===== config.mk =====
export PLATFORM = sky130hd
export DESIGN_NAME = seq_tag_allocator_flat
export DESIGN_NICKNAME = d
export VERILOG_FILES = /design/src/rtl/seq_tag_allocator_if.sv /design/src/rtl/seq_tag_allocator.sv /design/src/flat_wrapper.sv
export SDC_FILE = /design/constraint.sdc
export NUM_CORES = 1
export LEC_CHECK = 0
export BUFFER_PORTS_ARGS = -buffer_cell sky130_fd_sc_hd__buf_2
export CORE_UTILIZATION = 50
export CTS_CLUSTER_DIAMETER = 150
export CTS_CLUSTER_SIZE = 30
export DETAILED_ROUTE_END_ITERATION = 10
export HOLD_SLACK_MARGIN = 0.02
export PLACE_DENSITY = 0.77
export SETUP_SLACK_MARGIN = 0.05
export SKIP_LAST_GASP = 1
export SLEW_MARGIN = 30
export SYNTH_ARGS = -nofsm -noshare
export SYNTH_HDL_FRONTEND = slang
export SYNTH_SLANG_ARGS = --single-unit
export TNS_END_PERCENT = 5

===== constraint.sdc =====
create_clock -name clk -period 4.2 [get_ports clk]
set_clock_uncertainty 0.05 [all_clocks]
set_input_delay 0 -clock clk [delete_from_list [all_inputs] [get_ports clk]]
set_output_delay 0 -clock clk [all_outputs]
set_load 0.02 [all_outputs]

===== src/rtl/seq_tag_allocator_if.sv =====
// Handshake bundle between the instruction front end and the sequence tag allocator.
// The front end drives requests via the master modport; the allocator answers via the slave modport.
interface seq_tag_allocator_if #(
    parameter int TAG_W = 8
);
    logic             alloc_req;
    logic             alloc_ok;
    logic [TAG_W-1:0] alloc_tag;
    logic             commit;
    logic [TAG_W-1:0] commit_tag;
    logic             flush;
    logic [TAG_W-1:0] flush_tag;
    logic [TAG_W-1:0] count;
    logic             full;
    logic             empty;
    logic             err;

    modport master (
        output alloc_req,
        output commit,
        output flush,
        output flush_tag,
        input  alloc_ok,
        input  alloc_tag,
        input  commit_tag,
        input  count,
        input  full,
        input  empty,
        input  err
    );

    modport slave (
        input  alloc_req,
        input  commit,
        input  flush,
        input  flush_tag,
        output alloc_ok,
        output alloc_tag,
        output commit_tag,
        output count,
        output full,
        output empty,
        output err
    );
endinterface


===== src/rtl/seq_tag_allocator.sv =====
// Wrap-around sequence tag allocator tracking the in-flight window head..tail.
// Define SEQ_TAG_ALLOC_CHECK_EN to build the sticky illegal-operation flag on err.
module seq_tag_allocator #(
    parameter int TAG_W  = 8,
    parameter int WINDOW = 64
) (
    input  logic                 clk,
    input  logic                 reset,
    seq_tag_allocator_if.slave   bus
);

    localparam logic [TAG_W-1:0] WINDOW_TAG = TAG_W'(WINDOW);
    localparam logic [TAG_W-1:0] ZERO_TAG   = {TAG_W{1'b0}};

    function automatic logic [TAG_W-1:0] tag_inc(input logic [TAG_W-1:0] t);
        return t + TAG_W'(1);
    endfunction

    logic [TAG_W-1:0] head_r;
    logic [TAG_W-1:0] tail_r;
    logic [TAG_W-1:0] head_nxt_s;
    logic [TAG_W-1:0] tail_nxt_s;
    logic [TAG_W-1:0] count_s;
    logic [TAG_W-1:0] flush_off_s;
    logic             full_s;
    logic             empty_s;
    logic             alloc_fire_s;
    logic             commit_fire_s;
    logic             flush_valid_s;

    // Window occupancy and acceptance of each operation against the pre-edge state
    always_comb begin
        count_s       = tail_r - head_r;
        full_s        = (count_s == WINDOW_TAG);
        empty_s       = (count_s == ZERO_TAG);
        flush_off_s   = bus.flush_tag - head_r;
        flush_valid_s = bus.flush && (flush_off_s < count_s);
        alloc_fire_s  = bus.alloc_req && !full_s && !bus.flush;
        commit_fire_s = bus.commit && !empty_s;
    end

    // Next head/tail; a flush always suppresses alloc, even when the flush itself is rejected
    always_comb begin
        head_nxt_s = head_r;
        tail_nxt_s = tail_r;
        if (commit_fire_s) begin
            head_nxt_s = tag_inc(head_r);
        end else begin
            head_nxt_s = head_r;
        end
        if (flush_valid_s) begin
            tail_nxt_s = tag_inc(bus.flush_tag);
        end else if (alloc_fire_s) begin
            tail_nxt_s = tag_inc(tail_r);
        end else begin
            tail_nxt_s = tail_r;
        end
    end

    // Window pointer registers
    always_ff @(posedge clk) begin
        if (reset) begin
            head_r <= ZERO_TAG;
            tail_r <= ZERO_TAG;
        end else begin
            head_r <= head_nxt_s;
            tail_r <= tail_nxt_s;
        end
    end

`ifdef SEQ_TAG_ALLOC_CHECK_EN
    logic err_r;
    logic illegal_s;

    // Any operation the window cannot honour
    always_comb begin
        illegal_s = (bus.commit && empty_s)
                  | (bus.flush && !flush_valid_s)
                  | (bus.alloc_req && full_s);
    end

    // Sticky error flag, cleared only by reset
    always_ff @(posedge clk) begin
        if (reset) begin
            err_r <= 1'b0;
        end else begin
            err_r <= err_r | illegal_s;
        end
    end

    assign bus.err = err_r;
`else
    assign bus.err = 1'b0;
`endif

    assign bus.alloc_ok   = !full_s;
    assign bus.alloc_tag  = tail_r;
    assign bus.commit_tag = head_r;
    assign bus.count      = count_s;
    assign bus.full       = full_s;
    assign bus.empty      = empty_s;

endmodule


===== src/flat_wrapper.sv =====
// flat-port wrapper written by rule: the top's interface ports become plain ports
module seq_tag_allocator_flat 
#(
    parameter int TAG_W  = 8,
    parameter int WINDOW = 64
)
  (clk, reset, bus_alloc_req, bus_commit, bus_flush, bus_flush_tag, bus_alloc_ok, bus_alloc_tag, bus_commit_tag, bus_count, bus_full, bus_empty, bus_err);
  seq_tag_allocator_if #(.TAG_W(TAG_W)) bus_i ();
  input  logic clk;
  input  logic reset;
  input wire logic [$bits(bus_i.alloc_req)-1:0] bus_alloc_req;
  input wire logic [$bits(bus_i.commit)-1:0] bus_commit;
  input wire logic [$bits(bus_i.flush)-1:0] bus_flush;
  input wire logic [$bits(bus_i.flush_tag)-1:0] bus_flush_tag;
  output wire logic [$bits(bus_i.alloc_ok)-1:0] bus_alloc_ok;
  output wire logic [$bits(bus_i.alloc_tag)-1:0] bus_alloc_tag;
  output wire logic [$bits(bus_i.commit_tag)-1:0] bus_commit_tag;
  output wire logic [$bits(bus_i.count)-1:0] bus_count;
  output wire logic [$bits(bus_i.full)-1:0] bus_full;
  output wire logic [$bits(bus_i.empty)-1:0] bus_empty;
  output wire logic [$bits(bus_i.err)-1:0] bus_err;
  assign bus_i.alloc_req = bus_alloc_req;
  assign bus_i.commit = bus_commit;
  assign bus_i.flush = bus_flush;
  assign bus_i.flush_tag = bus_flush_tag;
  assign bus_alloc_ok = bus_i.alloc_ok;
  assign bus_alloc_tag = bus_i.alloc_tag;
  assign bus_commit_tag = bus_i.commit_tag;
  assign bus_count = bus_i.count;
  assign bus_full = bus_i.full;
  assign bus_empty = bus_i.empty;
  assign bus_err = bus_i.err;
  seq_tag_allocator #(.TAG_W(TAG_W), .WINDOW(WINDOW)) u_core (.clk(clk), .reset(reset), .bus(bus_i));
endmodule

==> flow_summary.toml <==
[layout]
nets = 331
mostFrequentLayoutCell = "buf_2"
mostFrequentLayoutCells = "39 x buf_2, 25 x nor2_1, 22 x inv_1"
fillCellCount = 305
syn2layout_area_growth_pct = 24.62
drive_above_1_share_pct = 26.96
diodes = 0

[floorplan]
die_h_um = 63.33
die_area_um2 = 4010
die_w_um = 63.33
rows = 21
io_pins = 41
core_um2 = 3468
start_util_pct = 54.22

[logic_synthesis]
syn-cell-area_um2 = 1881
yosysWarnings = 0
ys_ff_latch = 16
synth_top_flop_cell = "dfxtp_1"
yosys-top-cells-area = "dfxtp_1 17%, ha_1 15%, xnor2_1 8.4%"
syn_inst = 241
synth_edf_count = 0
yosysSeqAreaShare_pct = 17.03
avgSynthCellArea_um2 = 7.803
synth_top_area_cell = "dfxtp_1"
synthesis.nets = 278
synthArstFlopShare_pct = 0
yosysUniqueCellTypes = 52
synth_top_area_share_pct = 17.03

[power]
vdd_drop_max_mv = 0.2611
p_per_area_nw_per_um2 = 726.8
p_seq_share_pct = 13.3
power_frac_clock_pct = 8.5
p_leak_nw = 1.052
intPower_w = 0.0008289
switching_power_w = 0.0008744
swShare_pct = 51.34
p_comb_share_pct = 78.2

[setup_path]
critPathArrivalTime_ps = 4010
start_kind = "flip-flop"
end_kind = "flip-flop"
crit_required_ps = 4300
r2r_setup_slack_ps = 290
critical_path_class = "flip-flop to flip-flop"
worstPathMaxFanout = 6

[clocking]
cts_buffers = 3
cts_buffer_depth = 2
htree_levels = 1
cts.reportedPaths.clkPinSlew_ps = 70
cts.sinks = 16
cts_tree = "done"
holdBufCountCts = 0
cts_root_buf = "clkbuf_8"
clk_latency_ps = 260

[timing]
holdWs_ps = 68.31
hold_viol = 0
rsz0062_at_grt = "false"
drv_slew = 0
max_freq_mhz = 256.1
maxSlewHeadroom_pct = 37.30
worst_pin_slew_ps = 936.2
finalCritPeriodShare_pct = 92.99
setup_tns_ps = 0
finalSetupViolations = 0
finalCriticalPeriod_ps = 3905

[run]
drv_cap = 0

[detailed_routing]
ant_nets = 0
firstDrtPassIters = 4
drt_drc_violations_left = 0
routed_wl_mm = 5.144
dr.first_iter.drc_count = 85
routedWlPerCell_um = 15.17
via_per_inst = 5.678
via_count = 1925

[grt]
grt_max_degree = 18
grt_overflow = 0
antenna_found_initial = 0
grt_pass1_wl_mm = 8.162
grt_pass1_vias = 1708
grt_use_total_pct = 25.99

[worst_hold_path]
hp-class = "input pin to flip-flop"

[place]
place_congestion = 0.9015
hpwl_mm = 3.898
io_buffers = 39

[status]
status = "finished, final reports clean"
[worst max-delay path, cell delays in order, from the launching register on]
cell and delay [ps]:
dfxtp_4 380, clkinvlp_4 150, ha_1 310, nor2b_1 150, o31a_1 380, a21oi_4 170, inv_1 60, ha_1 270
o21a_1 110, o211ai_1 140, o21ai_0 100, maj3_2 370, a21o_1 230, nor2_2 120, a21o_1 140, ha_4 170
nand4_1 110, xnor2_1 180, a22o_1 210
[per-layer routing]
metal  GRT usage (%)  routed length (µm)  vias up  part of all wire (%)
met5               0                   0        -                     0
met3           2.899                 331       10                   6.4
met4           9.091                  99        0                   1.9
li1                -                   -      955                     -
met1           35.90                2338      889                    45
met2           41.36                2376       71                    46
[state kept, by name (all words and copies together), names as in the netlist]
signal	count
u_core.bus.alloc_tag	8
u_core.bus.commit_tag	8
[power groups by stage]
stage	clock (W)	sequential (W)	combinational, W
2_1_floorplan	0	0.000259	0.000846
3_3_place_gp	0	0.000228	0.00115
3_5_place_dp	0	0.000230	0.00117
4_1_cts	0.000147	0.000227	0.00118
5_1_grt	0.000152	0.000231	0.00145
6_report	0.000144	0.000226	0.00133
[final timing paths]
check                                                           start                                     to  depth (start not counted)
worst max-delay path            u_core.bus.commit_tag[1]$_SDFFE_PP0P_   u_core.bus.alloc_tag[6]$_SDFFE_PP0P_                         18
worst min-delay path                                            reset  u_core.bus.commit_tag[7]$_SDFFE_PP0P_                          2
worst max register to register  u_core.bus.commit_tag[1]$_SDFFE_PP0P_   u_core.bus.alloc_tag[6]$_SDFFE_PP0P_                         18
worst min register to register   u_core.bus.alloc_tag[7]$_SDFFE_PP0P_   u_core.bus.alloc_tag[7]$_SDFFE_PP0P_                          2
[area by class of cell]
cell class | instances | area [µm²] | area share (%)
sequential | 16 | 325.3 | 13.88
clock buffer | 4 | 55.05 | 2.349
timing repair buffer | 53 | 300.3 | 12.81
inverter | 23 | 90.09 | 3.844
tap | 46 | 57.56 | 2.456
multi-input combinational | 197 | 1515 | 64.66
[cell usage after synthesis (3+ instances only)]
cell type	number
ha_1	22
nor2_1	26
a21o_1	4
a21oi_1	8
nand3_1	12
nand4_1	6
dfxtp_1	16
o21a_1	5
nand2_1	17
inv_1	23
xor2_1	8
nand2b_1	5
and3_1	3
xnor2_1	18
nor2b_1	4
o21ai_0	11
a211oi_1	7
o211ai_1	3
[logic make-up after synthesis]
kind of cell / Yosys count / share of synthesized area, %
buffers and inverters: 28 / 5.789
other: 1 / 0.1994
xor gates and xnor gates: 26 / 12.11
muxes: 2 / 1.198
AOI/OAI and AO/OA: 54 / 21.42
DFF: 16 / 17.03
and+or+nand+nor: 89 / 24.88
adders and majority gates: 25 / 17.37
[per-stage QoR]
| step | util [%] | setup WS [ps] | std cells | power [W] | cell area, µm² |
|---|---|---|---|---|---|
| 3_5_place_dp | 62.70 | 59.31 | 326 | 0.001401 | 2175 |
| 3_3_place_gp | 62.70 | 179.1 | 326 | 0.001375 | 2175 |
| 2_1_floorplan | - | 131.2 | 241 | 0.001105 | 1907 |
| 4_1_cts | 64.32 | 64.54 | 330 | 0.001557 | 2231 |
| 6_report | 67.57 | 294.5 | 339 | 0.001703 | 2344 |
| 5_1_grt | 67.57 | 25.57 | 339 | 0.001837 | 2344 |
[timing repair]
action / CTS / global route
gates resized for setup: 1 / 13
pin swaps: 0 / 5
endpoints found under the setup margin: 2 / 3
buffers inserted: 0 / 9
Power figures use the tool's default switching activity.
